**config.mk**
```make
export PLATFORM = sky130hd
export DESIGN_NAME = apb_master
export DESIGN_NICKNAME = d
export VERILOG_FILES = /design/src/rtl/apb_pkg.sv /design/src/rtl/apb_wait_timer.sv /design/src/rtl/apb_master.sv
export SDC_FILE = /design/constraint.sdc
export NUM_CORES = 1
export LEC_CHECK = 0
export ABC_AREA = 1
export ABC_CLOCK_PERIOD_IN_PS = 7200
export BUFFER_PORTS_ARGS = -buffer_cell sky130_fd_sc_hd__buf_2
export CAP_MARGIN = 10
export CORE_MARGIN = 5
export CORE_UTILIZATION = 45
export CTS_CLUSTER_DIAMETER = 40
export DETAILED_ROUTE_END_ITERATION = 12
export GPL_TIMING_DRIVEN = 0
export PLACE_DENSITY = 0.79
export REMOVE_ABC_BUFFERS = 1
export SLEW_MARGIN = 0
export SYNTH_ARGS = -nofsm -noshare
export SYNTH_HDL_FRONTEND = slang
export SYNTH_SLANG_ARGS = --single-unit
```
**constraint.sdc**
```tcl
create_clock -name PCLK -period 7.2 [get_ports PCLK]
set_input_delay 1.08 -clock PCLK [delete_from_list [all_inputs] [get_ports PCLK]]
set_output_delay 1.08 -clock PCLK [all_outputs]
set_load 0.05 [all_outputs]
```
**src/rtl/apb_pkg.sv**
```systemverilog
// Shared types and default widths for the APB master slice.
package apb_pkg;

  typedef enum logic [1:0] {
    IDLE   = 2'd0,
    SETUP  = 2'd1,
    ACCESS = 2'd2
  } apb_state_e;

  localparam int DEFAULT_DATAWIDTH = 32;
  localparam int DEFAULT_ADDRWIDTH = 8;

endpackage

```
**src/rtl/apb_wait_timer.sv**
```systemverilog
// Wait-state counter for the ACCESS phase; expired flags the last permitted wait cycle.
// Latency: counter registered, expired combinational from the count. No backpressure.
module apb_wait_timer (
  input  logic       clk,
  input  logic       rst,
  input  logic       clear,
  input  logic       enable,
  input  logic [7:0] timeout,
  output logic       expired
);

  logic [7:0] count;

  always_ff @(posedge clk or posedge rst) begin
    if (rst) begin
      count <= 8'd0;
    end else if (clear) begin
      count <= 8'd0;
    end else if (enable) begin
      count <= count + 8'd1;
    end
  end

  // count holds the number of earlier wait cycles, so this is the timeout-th one
  assign expired = (count == timeout - 8'd1);

endmodule

```
**src/rtl/apb_master.sv**
```systemverilog
// Single-request APB master: IDLE -> SETUP -> ACCESS, with wait-state timeout.
// Latency: 3 cycles minimum request-to-response; req_ready low for the whole transfer.
module apb_master
  import apb_pkg::*;
#(
  parameter int DATAWIDTH = DEFAULT_DATAWIDTH,
  parameter int ADDRWIDTH = DEFAULT_ADDRWIDTH,
  parameter int TIMEOUT   = 16
) (
  input  logic                 PCLK,
  input  logic                 PRESET,
  input  logic                 req_valid,
  input  logic                 req_write,
  input  logic [ADDRWIDTH-1:0] req_addr,
  input  logic [DATAWIDTH-1:0] req_wdata,
  output logic                 req_ready,
  output logic                 resp_valid,
  output logic [DATAWIDTH-1:0] resp_rdata,
  output logic                 resp_err,
  output logic                 PSEL1,
  output logic                 PSEL2,
  output logic                 PENABLE,
  output logic                 PWRITE,
  output logic [ADDRWIDTH-1:0] PADDR,
  output logic [DATAWIDTH-1:0] PWDATA,
  input  logic                 PREADY,
  input  logic [DATAWIDTH-1:0] PRDATA
);

  localparam logic [7:0] TIMEOUT_CNT = 8'(TIMEOUT);

  apb_state_e state;
  logic       expired;
  logic       timer_clr;
  logic       timer_en;

  assign req_ready = (state == IDLE);
  assign timer_clr = req_ready && req_valid;
  assign timer_en  = (state == ACCESS) && !PREADY;

  apb_wait_timer u_wait_timer (
    .clk     (PCLK),
    .rst     (PRESET),
    .clear   (timer_clr),
    .enable  (timer_en),
    .timeout (TIMEOUT_CNT),
    .expired (expired)
  );

  always_ff @(posedge PCLK or posedge PRESET) begin
    if (PRESET) begin
      state      <= IDLE;
      PSEL1      <= 1'b0;
      PSEL2      <= 1'b0;
      PENABLE    <= 1'b0;
      PWRITE     <= 1'b0;
      PADDR      <= '0;
      PWDATA     <= '0;
      resp_valid <= 1'b0;
      resp_rdata <= '0;
      resp_err   <= 1'b0;
    end else begin
      resp_valid <= 1'b0;
      case (state)
        IDLE: begin
          if (req_valid) begin
            PWRITE <= req_write;
            PADDR  <= req_addr;
            PWDATA <= req_wdata;
            // address MSB picks the slave
            PSEL1  <= !req_addr[ADDRWIDTH-1];
            PSEL2  <= req_addr[ADDRWIDTH-1];
            state  <= SETUP;
          end
        end
        SETUP: begin
          PENABLE <= 1'b1;
          state   <= ACCESS;
        end
        ACCESS: begin
          if (PREADY) begin
            state      <= IDLE;
            PSEL1      <= 1'b0;
            PSEL2      <= 1'b0;
            PENABLE    <= 1'b0;
            resp_valid <= 1'b1;
            resp_err   <= 1'b0;
            resp_rdata <= PWRITE ? '0 : PRDATA;
          end else if (expired) begin
            state      <= IDLE;
            PSEL1      <= 1'b0;
            PSEL2      <= 1'b0;
            PENABLE    <= 1'b0;
            resp_valid <= 1'b1;
            resp_err   <= 1'b1;
            resp_rdata <= '0;
          end
        end
        default: state <= IDLE;
      endcase
    end
  end

endmodule

```
==> summary.txt, run 1 <==
Status: complete, no violations
Post-CTS Setup Inserts: 0
Share of total power in combinational logic: 54.6%
Placeable Area: 8090 sq um
DRC: 0
Layout area overhead: 27.6%
Setup TNS: 0 ns
Setup Viol. Count Final: 0
Syn Std Cell Area: 3690 sq um
CTS Hold Bufs: 0
Setup WS pre-CTS: 4.29 ns
Antenna viol nets, final: 0
Top Layer Used: met4
Post-Route WL: 8540 microns
Flops & latches, synth: 88
Switching Power: 1.40 mW
Initial Utilization: 45.6%
Slew Limit Fails: 0
Clock net sink count: 88
Period minus WS final: 2.49 ns
Total power: 2.59 mW
Hold Slack: 0.479 ns
Fin. Hold Viols: 0
Nets: 633
Max Clk Rate: 0.402 GHz
Largest net degree at the start of global routing: 71
Met2 wire len: 4060 microns
Clock share of power: 13.5%
Initial antenna violation count: 0
Critical Path Slowest Stage Cell: inv_2
Crit path required time: 7.48 ns
Hold Path Cell Cnt: 2
Largest stage delay, worst path: 0.82 ns
Drt pass-1 iters: 5
Cells after DPL: 649
Num CTS Buffers: 9
CTS resizes: 0
Wire per inst: 12.9 microns
Grt ovf: 0
Wl on met1: 3630 microns
CP arrival: 2.77 ns
# diodes: 0
TritonCTS clock tree: yes
HPWL Detailed: 6090 microns
Crit-path max FO: 51
Cells on worst reg2reg path: 5
Port Buffers: 155
Routed vias/inst: 4.67
Mean Syn Cell Area: 9.09 sq um
Clk pin slew, worst setup/hold paths: 0.08 ns
RSZ-0062 raised after global routing: no
CP startpoint: req_valid
Initial DRC Count: 103
Crit path kind: input port to register
Vias: 3,104
Syn Inst Count: 406
H-tree depth: 3
Layout cells sized above 1: 37.4%
Met3 wire len: 763 microns
Int Pwr: 1.19 mW
R2r setup slk: 4.92 ns
Ys Warns: 0
Clk buf depth: 2
Most common cell on crit path: nand2_1
Critical path endpoint category: register
Synth unique cells: 26
Worst setup margin: 4.71 ns
Clock Tree Root: clkbuf_8
Total GRT Usage: 17.8%
Cell family contributing the most delay on the critical path: buffers and inverters
Sequential area share after synthesis: 59.7%
IO Count: 156
Die Y: 101 microns
Critical-path cell list: buf_2, nand2_2, inv_2, nand2_1, nand2_1
Reg2reg end: PSEL2
Worst-Skew Late Latency: 0.35 ns
Vias in the first global route: 3,156
Max-cap violations: 0
Clk_skew: 0.0149 ns
Placer congestion estimate: 0.834
Worst Hold Class: register to register
Final period util: 34.6%
Stages on worst setup path: 5
First-pass GRT wire length: 14,500 microns
Critical Path End: PSEL2
Static Leak: 2.66 nW
Nature of the critical path startpoint: input port
Crit path buf inv count: 2
Die X: 101 microns
Rows: 33
Reg power frac: 31.9%
PD cells: 550 nW/um^2
VDD IR max: 0.323 mV
Crit Reg-Reg Startpoint: state[0]
Switching part of the total: 54.1%
Die ar.: 10,100 sq um
Slew margin rel.: 37.2%
Worst Tran Pin Value: 0.939 ns
Post-Layout Cell Count: 664
## metal layers
layer	vias up	GRT usage [%]
met5	-	0
met4	0	5.60
met3	9	5.81
met2	107	28.1
met1	1432	23.3
li1	1556	-
## registers in the layout, summed over array words and instances, names as in the netlist
name and cells:
PADDR 8, resp_err 1, PENABLE 1, PWDATA 32, resp_rdata 32, PSEL1 1, resp_valid 1, u_wait_timer.count 8
PSEL2 1, state 2, PWRITE 1
## worst register-to-register path, delay by kind of cell (launching register included)
kind	cells	cell delay [ns]
buffers and inverters	1	0.83
flip-flops	1	0.43
AND/OR/NAND/NOR	4	0.96
## layout by cell type, fill, tap and decap left out, types with 2 or more instances in the layout
| cell | netlist | routed |
|---|---|---|
| nor3_1 | 2 | 2 |
| nand2_1 | 213 | 213 |
| nand4_1 | 3 | 3 |
| o21ai_2 | 27 | 27 |
| nand3_1 | 7 | 7 |
| clkbuf_8 | 3 | 11 |
| nand2_2 | 2 | 2 |
| a21oi_1 | 3 | 3 |
| o21ai_0 | 3 | 3 |
| nor2_1 | 10 | 9 |
| clkinvlp_4 | 0 | 2 |
| nor2_2 | 1 | 2 |
| buf_2 | 9 | 155 |
| dfrtp_1 | 88 | 88 |
| inv_1 | 13 | 12 |
| o21ai_1 | 7 | 7 |
## synthesized netlist by cell type
cell type | instances | area share [%]
o21ai_0 | 3 | 0.41
clkbuf_8 | 3 | 1.1
a21oi_1 | 3 | 0.41
nand2_4 | 1 | 0.31
nor3_1 | 2 | 0.27
buf_6 | 4 | 1.2
nor2_1 | 10 | 1.0
nand2_1 | 213 | 22
o21bai_2 | 1 | 0.31
buf_4 | 1 | 0.20
nor2_4 | 1 | 0.31
nand3_1 | 7 | 0.95
buf_2 | 9 | 1.2
dfrtp_1 | 88 | 60
a31oi_1 | 1 | 0.17
clkbuf_1 | 2 | 0.20
o21ai_1 | 7 | 0.95
inv_2 | 1 | 0.10
o21ai_2 | 27 | 6.4
nor2_2 | 1 | 0.17
nand3_2 | 1 | 0.27
inv_1 | 13 | 1.3
ha_1 | 1 | 0.34
or2_0 | 1 | 0.17
nand2_2 | 2 | 0.34
nand4_1 | 3 | 0.51
## worst min path at each step
stage | startpoint | endpoint
5_1_grt | resp_rdata[11] | resp_rdata[11]
4_1_cts | resp_rdata[11] | resp_rdata[11]
3_3_place_gp | PENABLE | PENABLE
6_report | PWDATA[28] | PWDATA[28]
3_5_place_dp | PADDR[7] | PADDR[7]
2_1_floorplan | u_wait_timer.count[1] | u_wait_timer.count[1]
## per-stage QoR
step | area, sq um | utilization, %
global placement | 4450 | 55.0
detailed placement | 4500 | 55.7
global route | 4710 | 58.2
CTS | 4710 | 58.2
floorplan | 3540 | -
finish | 4710 | 58.2
## power by group through the flow
stage               Sequential (mW)  Clock [mW]  Combinational (mW)
finish                        0.827       0.349                1.41
global placement              0.823           0                1.40
detailed placement            0.830           0                1.43
CTS                           0.828       0.359                1.43
floorplan                      1.55           0               0.345
global route                  0.858       0.382                1.50
## area by class of cell
class,count,area (sq um)
Inverter,14,55.1
Fill cell,741,3380
Multi-Input combinational cell,285,1290
Timing Repair Buffer,157,823
Sequential cell,88,2200
Tap cell,105,131
Clock buffer,11,151
Clock inverter,4,53.8
## cells by family (layout without fill, tap and decap cells)
family	count (synthesis)	in the layout	share of synthesized area, %
adder cells (fa/ha/maj)	1	1	0.339
buffers and inverters	33	186	5.39
AND/OR/NAND/NOR	242	242	26.0
flip-flops	88	88	59.7
AO/OA/AOI/OAI	42	42	8.64
No activity file was read; power rests on OpenSTA's default activity.
==> run 2, diff against run 1 <==
--- a/config.mk
+++ b/config.mk
@@ -6,7 +6,7 @@
 export NUM_CORES = 1
 export LEC_CHECK = 0
 export ABC_AREA = 1
-export ABC_CLOCK_PERIOD_IN_PS = 7200
+export ABC_CLOCK_PERIOD_IN_PS = 2350
 export BUFFER_PORTS_ARGS = -buffer_cell sky130_fd_sc_hd__buf_2
 export CAP_MARGIN = 10
 export CORE_MARGIN = 5
==> constraint.sdc (replaced) <==
create_clock -name PCLK -period 2.35 [get_ports PCLK]
set_input_delay 0.3525 -clock PCLK [delete_from_list [all_inputs] [get_ports PCLK]]
set_output_delay 0.3525 -clock PCLK [all_outputs]
set_load 0.05 [all_outputs]
==> run 2 against run 1 <==
Compared with the run above:
- worst setup slack worse by 4.4 ns
- combinational power grew to 3.1 times the previous value
- die area stayed put
- wire length hardly changed
- cell count stayed put
- final area hardly changed
- clock-buffer cell count stayed put
- clock power grew to 3.1 times the previous value
- clock skew stayed put
- hold slack worse by 0.42 ns
- first-iteration DRC count stayed put
- critical endpoint unchanged
- largest cell class unchanged
==> summary.txt, run 2 (same netlist as run 1, synthesis figures left out) <==
Commonest non-fill, non-tap cell in the layout: nand2_1 (unchanged)
Switching Power: 4.29 mW (was 1.40 mW)
Biggest regs: PWDATA x32, resp_rdata x32 (unchanged)
VDD IR max: 0.990 mV (was 0.323 mV)
Antenna viol nets, final: 0 (unchanged)
Initial DRC Count: 103 (unchanged)
Die Y: 101 microns (unchanged)
Placer congestion estimate: 0.834 (unchanged)
Multi-input logic area: 1290 sq um (unchanged)
Port Buffers: 155 (unchanged)
Max-cap violations: 0 (unchanged)
Critical path endpoint category: register (unchanged)
Slew Limit Fails: 0 (unchanged)
Die X: 101 microns (unchanged)
Post-CTS Setup Inserts: 0 (unchanged)
First-pass GRT wire length: 14,500 microns (unchanged)
Clock share of power: 13.5% (about the same)
Int Pwr: 3.64 mW (was 1.19 mW)
HPWL Detailed: 6090 microns (unchanged)
Vias in the first global route: 3,156 (unchanged)
Period minus WS final: 2.06 ns
Crit-path max FO: 51 (unchanged)
Setup Viol. Count Final: 0 (unchanged)
Die ar.: 10,100 sq um (unchanged)
Setup TNS: 0 ns (unchanged)
Area after DPL: 4500 sq um (unchanged)
Crit Reg-Reg Startpoint: state[0] (unchanged)
Post-Route WL: 8540 microns (about the same)
Slew margin rel.: 35.7% (was 37.2%)
Switching part of the total: 54.1% (about the same)
TritonCTS clock tree: yes (unchanged)
Max Clk Rate: 0.484 GHz
R2r setup slk: 0.29 ns (was 4.92 ns)
DRC: 0 (unchanged)
Reg2reg end: PSEL2 (unchanged)
Routed vias/inst: 4.67 (unchanged)
Layout Utilization: 58.2% (about the same)
Reg power frac: 31.9% (about the same)
Filler cells: 741 (unchanged)
Total GRT Usage: 17.8% (unchanged)
Most frequent cells in the layout: 213 x nand2_1, 155 x buf_2, 88 x dfrtp_1 (unchanged)
Clock Tree Root: clkbuf_8 (unchanged)
Cells on worst reg2reg path: 5 (unchanged)
Initial Utilization: 45.6% (unchanged)
Nature of the critical path startpoint: register (was input port)
Wire per inst: 12.9 microns (about the same)
Crit path required time: 2.63 ns (was 7.48 ns)
Crit path kind: register to register (was input port to register)
Vias: 3,104 (unchanged)
Nets: 633 (unchanged)
Layout area overhead: 27.7% (was 27.6%)
# diodes: 0 (unchanged)
RSZ-0062 raised after global routing: no (unchanged)
Worst Tran Pin Value: 0.962 ns (was 0.939 ns)
H-tree depth: 3 (unchanged)
Worst-Skew Late Latency: 0.35 ns (about the same)
Num CTS Buffers: 9 (unchanged)
Largest net degree at the start of global routing: 71 (unchanged)
Grt ovf: 0 (unchanged)
Worst Hold Class: input port to async pin (was register to register)
Clk pin slew, worst setup/hold paths: 0.09 ns (was 0.08 ns)
CP arrival: 2.34 ns (was 2.77 ns)
Initial antenna violation count: 0 (unchanged)
IO Count: 156 (unchanged)
Static Leak: 2.66 nW (about the same)
Clk_skew: 0.0149 ns (unchanged)
Register area: 2200 sq um (unchanged)
Status: complete, no violations (unchanged)
Share of total power in combinational logic: 54.6% (about the same)
PD cells: 1680 nW/um^2 (was 550 nW/um^2)
Placeable Area: 8090 sq um (unchanged)
Layout cells sized above 1: 37.4% (unchanged)
Final period util: 87.8%
Drt pass-1 iters: 5 (unchanged)
Clock net sink count: 88 (unchanged)
Rows: 33 (unchanged)
Final instance area: 4710 sq um (about the same)
Fin. Hold Viols: 0 (unchanged)
Clk buf depth: 2 (unchanged)
[run 2: power by group through the flow]
stage          clock [mW]  combinational (mW)  sequential, mW
4_1_cts              1.10                4.38            2.54
6_report             1.07                4.33            2.53
2_1_floorplan           0                1.06            4.76
5_1_grt              1.17                4.61            2.63
3_5_place_dp            0                4.39            2.54
3_3_place_gp            0                4.29            2.52
[run 2: area by class of cell]
type / count / share of cell area, %
sequential: 88 / 46.7
multi-input combinational: 285 / 27.4
timing repair buffer: 157 / 17.5
clock buffer: 11 / 3.21
tap: 105 / 2.79
inverter: 14 / 1.22
clock inverter: 4 / 1.14
[run 2: how the worst max path moves through the flow]
stage / startpoint / to / cells after the start
2_1_floorplan: PRESET / PADDR[0] / 1
3_3_place_gp: PRESET / resp_rdata[13] / 2
3_5_place_dp: state[0] / PSEL2 / 5
4_1_cts: state[0] / PSEL2 / 5
5_1_grt: state[0] / PSEL2 / 5
6_report: state[0] / PSEL2 / 5
[run 2: metrics by stage]
step | hold slack (ns) | instances | total power, mW | setup slack, ns
2_1_floorplan | 0.447 | 387 | 5.82 | -0.281
3_3_place_gp | 0.453 | 647 | 6.81 | -1.30
3_5_place_dp | 0.460 | 649 | 6.93 | 0.0221
4_1_cts | 0.0730 | 664 | 8.02 | 0.00250
5_1_grt | 0.100 | 664 | 8.41 | 0.0754
6_report | 0.0576 | 664 | 7.93 | 0.286
[run 2: timing repair]
| item | 4_1_cts | 5_1_grt |
|---|---|---|
| hold buffers | 0 | 0 |
| gates resized for setup | 0 | 2 |
| setup endpoints to repair | 0 | 44 |
[run 2: per-layer routing]
layer	track usage (%)	up-vias	routed length, microns
li1	-	1556	-
met5	0	-	0
met3	5.81	9	763
met4	5.60	0	89
met2	28.1	107	4060
met1	23.3	1432	3630
[run 2: critical path, cell delays in order (launching register included)]
cell and delay, ns:
dfrtp_1 0.43, nor2_2 0.16, nand2_2 0.56, inv_4 0.62, nand2_1 0.12, nand2_1 0.09
==> run 3, diff against run 2 <==
--- a/config.mk
+++ b/config.mk
@@ -5,12 +5,12 @@
 export SDC_FILE = /design/constraint.sdc
 export NUM_CORES = 1
 export LEC_CHECK = 0
-export ABC_AREA = 1
 export ABC_CLOCK_PERIOD_IN_PS = 2350
 export BUFFER_PORTS_ARGS = -buffer_cell sky130_fd_sc_hd__buf_2
 export CAP_MARGIN = 10
 export CORE_MARGIN = 5
 export CORE_UTILIZATION = 45
+export CTS_BUF_LIST = sky130_fd_sc_hd__clkbuf_16
 export CTS_CLUSTER_DIAMETER = 40
 export DETAILED_ROUTE_END_ITERATION = 12
 export GPL_TIMING_DRIVEN = 0
==> run 3 against run 2 <==
Compared with the run above:
- non-clock buffer count unchanged
- clock skew is 0.0081 ns lower
- global-route usage is 0.56 points higher
- sequential power about the same
- first-iteration DRC count rose by 35%
- die area fell by 2.0%
- final area is 1.8% higher
- core utilization is 3.5 points higher
- largest power group unchanged
==> summary.txt, run 3 <==
Mean Syn Cell Area: 9.44 sq um (was 9.09 sq um)
Clk buf depth: 2 (unchanged)
Syn Inst Count: 382 (was 406)
Async S/R FF share, synth: 100% (unchanged)
Worst-Skew Late Latency: 0.32 ns (was 0.35 ns)
Commonest non-fill, non-tap cell in the layout: buf_2 (was nand2_1)
Slew margin rel.: 26.4% (was 35.7%)
RSZ-0062 raised after global routing: no (unchanged)
Clock Tree Root: clkbuf_16 (was clkbuf_8)
Cells after DPL: 620 (was 649)
Cells on worst reg2reg path: 4 (was 5)
Synth Flop Type: dfrtp_1 (unchanged)
Post-Route WL: 8780 microns (was 8540 microns)
Area leader, netlist: dfrtp_1 (unchanged)
Flops & latches, synth: 88 (unchanged)
Slew Limit Fails: 0 (unchanged)
VDD IR max: 1.00 mV (was 0.990 mV)
CTS Hold Bufs: 0 (unchanged)
Clk pin slew, worst setup/hold paths: 0.06 ns (was 0.09 ns)
Synth unique cells: 32 (was 26)
Max Clk Rate: 0.480 GHz (was 0.484 GHz)
Static Leak: 2.65 nW (was 2.66 nW)
Crit-path max FO: 37 (was 51)
H-tree depth: 3 (unchanged)
First-pass GRT wire length: 14,600 microns (was 14,500 microns)
Setup WS pre-CTS: -0.226 ns (was 0.0221 ns)
Clk_skew: 0.00680 ns (was 0.0149 ns)
Port Buffers: 155 (unchanged)
Drt pass-1 iters: 4 (was 5)
Worst Tran Pin Value: 1.10 ns (was 0.962 ns)
Synth top area share: 61.0% (was 59.7%)
IO Count: 156 (unchanged)
Routed vias/inst: 4.95 (was 4.67)
Vias: 3,146 (was 3,104)
CP arrival: 2.23 ns (was 2.34 ns)
Placeable Area: 7770 sq um (was 8090 sq um)
HPWL Detailed: 6190 microns (was 6090 microns)
Clock net sink count: 88 (unchanged)
Most common cell in the synthesized netlist: nand2_1 (unchanged)
Most instantiated cells after synthesis: 129 x nand2_1, 88 x dfrtp_1, 38 x inv_1 (was 213 x nand2_1, 88 x dfrtp_1, 27 x o21ai_2)
Critical path endpoint category: register (unchanged)
Synth top area cells: dfrtp_1 61%, nand2_1 13%, a22oi_1 6.9%, o21ai_0 4.7%, inv_1 4.0% (was dfrtp_1 60%, nand2_1 22%, o21ai_2 6.4%, inv_1 1.3%, buf_2 1.2%)
TritonCTS clock tree: yes (unchanged)
Ys Warns: 0 (unchanged)
Fin. Hold Viols: 0 (unchanged)
Number of enable flip-flop cells after synthesis: 0 (unchanged)
Placer congestion estimate: 0.834 (about the same)
Status: complete, no violations (unchanged)
Layout Utilization: 61.8% (was 58.2%)
Grt ovf: 0 (unchanged)
# diodes: 0 (unchanged)
Post-Layout Cell Count: 635 (was 664)
Crit path required time: 2.50 ns (was 2.63 ns)
Total power: 7.98 mW (was 7.93 mW)
Worst Hold Class: input port to async pin (unchanged)
Worst setup margin: 0.265 ns (was 0.286 ns)
Die ar.: 9910 sq um (was 10,100 sq um)
DRC: 0 (unchanged)
Layout cells sized above 1: 33.0% (was 37.4%)
Nets: 607 (was 633)
Final period util: 88.7% (was 87.8%)
Num CTS Buffers: 9 (unchanged)
Initial antenna violation count: 0 (unchanged)
Syn Std Cell Area: 3610 sq um (was 3690 sq um)
PD cells: 1660 nW/um^2 (was 1680 nW/um^2)
Post-CTS Setup Inserts: 0 (unchanged)
Nature of the critical path startpoint: register (unchanged)
Die Y: 99.5 microns (was 101 microns)
Most frequent cells in the layout: 155 x buf_2, 129 x nand2_1, 88 x dfrtp_1 (was 213 x nand2_1, 155 x buf_2, 88 x dfrtp_1)
Vias in the first global route: 3,230 (was 3,156)
Biggest regs: PWDATA x32, resp_rdata x32 (unchanged)
Antenna viol nets, final: 0 (unchanged)
Wire per inst: 13.8 microns (was 12.9 microns)
Hold Slack: 0.0744 ns (was 0.0576 ns)
Crit path kind: register to register (unchanged)
Initial DRC Count: 139 (was 103)
Initial Utilization: 46.4% (was 45.6%)
Rows: 32 (was 33)
Max-cap violations: 0 (unchanged)
Layout area overhead: 33.0% (was 27.7%)
Largest net degree at the start of global routing: 49 (was 71)
Total GRT Usage: 18.3% (was 17.8%)
Sequential area share after synthesis: 61.0% (was 59.7%)
Setup Viol. Count Final: 0 (unchanged)
Die X: 99.5 microns (was 101 microns)
Period minus WS final: 2.08 ns (was 2.06 ns)
-- run 3: changes by cell type after synthesis, sizes merged, moves of 3 or more --
cell	delta
nand2	-87
a22oi	+33
inv	+25
clkbuf	+10
nor2	-9
buf	-8
nand3	-5
a21oi	+3
mux2i	+3
-- run 3: worst paths after layout --
path,slack (ns),end,startpoint
worst min register to register,0.47,PWDATA[14],PWDATA[14]
worst max-delay path,0.27,state[1],u_wait_timer.count[0]
max in group asynchronous,1.67,PWDATA[26],PRESET
worst max register to register,0.27,state[1],u_wait_timer.count[0]
min in group PCLK,0.22,PADDR[6],req_addr[6]
worst min-delay path,0.07,PWDATA[21],PRESET
-- run 3: final cells by class --
type                    count  area, sq um
multi-input cells         234         1200
repair buffers            157          815
well taps                 102          128
fillers                   664         2970
clock buffers               9          225
inverters                  39          154
flip-flops and latches     88         2200
clock inverters             6         76.3
-- run 3: per-layer routing --
metal	global-route usage (%)	vias up	routed length, microns	share of wire (%)
li1	-	1533	-	-
met1	21.7	1451	3680	42
met2	29.1	151	3910	45
met3	7.50	11	1060	12
met4	8.51	0	123	1.4
met5	0	-	0	0
-- run 3: timing repair --
action / CTS / global route
setup endpoints to repair: 81 / 43
gates resized for setup: 2 / 2
pin swaps: 0 / 0
gates cloned: 0 / 0
-- run 3: critical path, cell delays in order (launching register included) --
cell and delay [ns]:
dfrtp_1 0.38, ha_1 0.17, or4b_1 0.53, o21bai_4 0.63
o21ai_0 0.19
-- run 3: through the flow --
step	area, sq um	setup TNS (ns)
finish	4800	0
global route	4800	0
CTS	4790	0
detailed placement	4480	-6.58
global placement	4420	-171.36
floorplan	3520	-57.10
-- run 3: logic make-up after synthesis --
| kind of cell | after synthesis | share of synthesized area (%) |
|---|---|---|
| AO/OA/AOI/OAI | 79 | 13.7 |
| XOR/XNOR | 1 | 0.243 |
| adder cells (fa/ha/maj) | 1 | 0.347 |
| buffers and inverters | 60 | 6.45 |
| flip-flops | 88 | 61.0 |
| multiplexers | 3 | 0.832 |
| AND/OR/NAND/NOR | 150 | 17.4 |
-- run 3: report_power, final --
part / total [mW] / switching [mW] / internal (mW)
Clock: 1.43 / 0.522 / 0.911
Sequential: 2.52 / 0.395 / 2.12
Combinational: 4.03 / 3.08 / 0.950
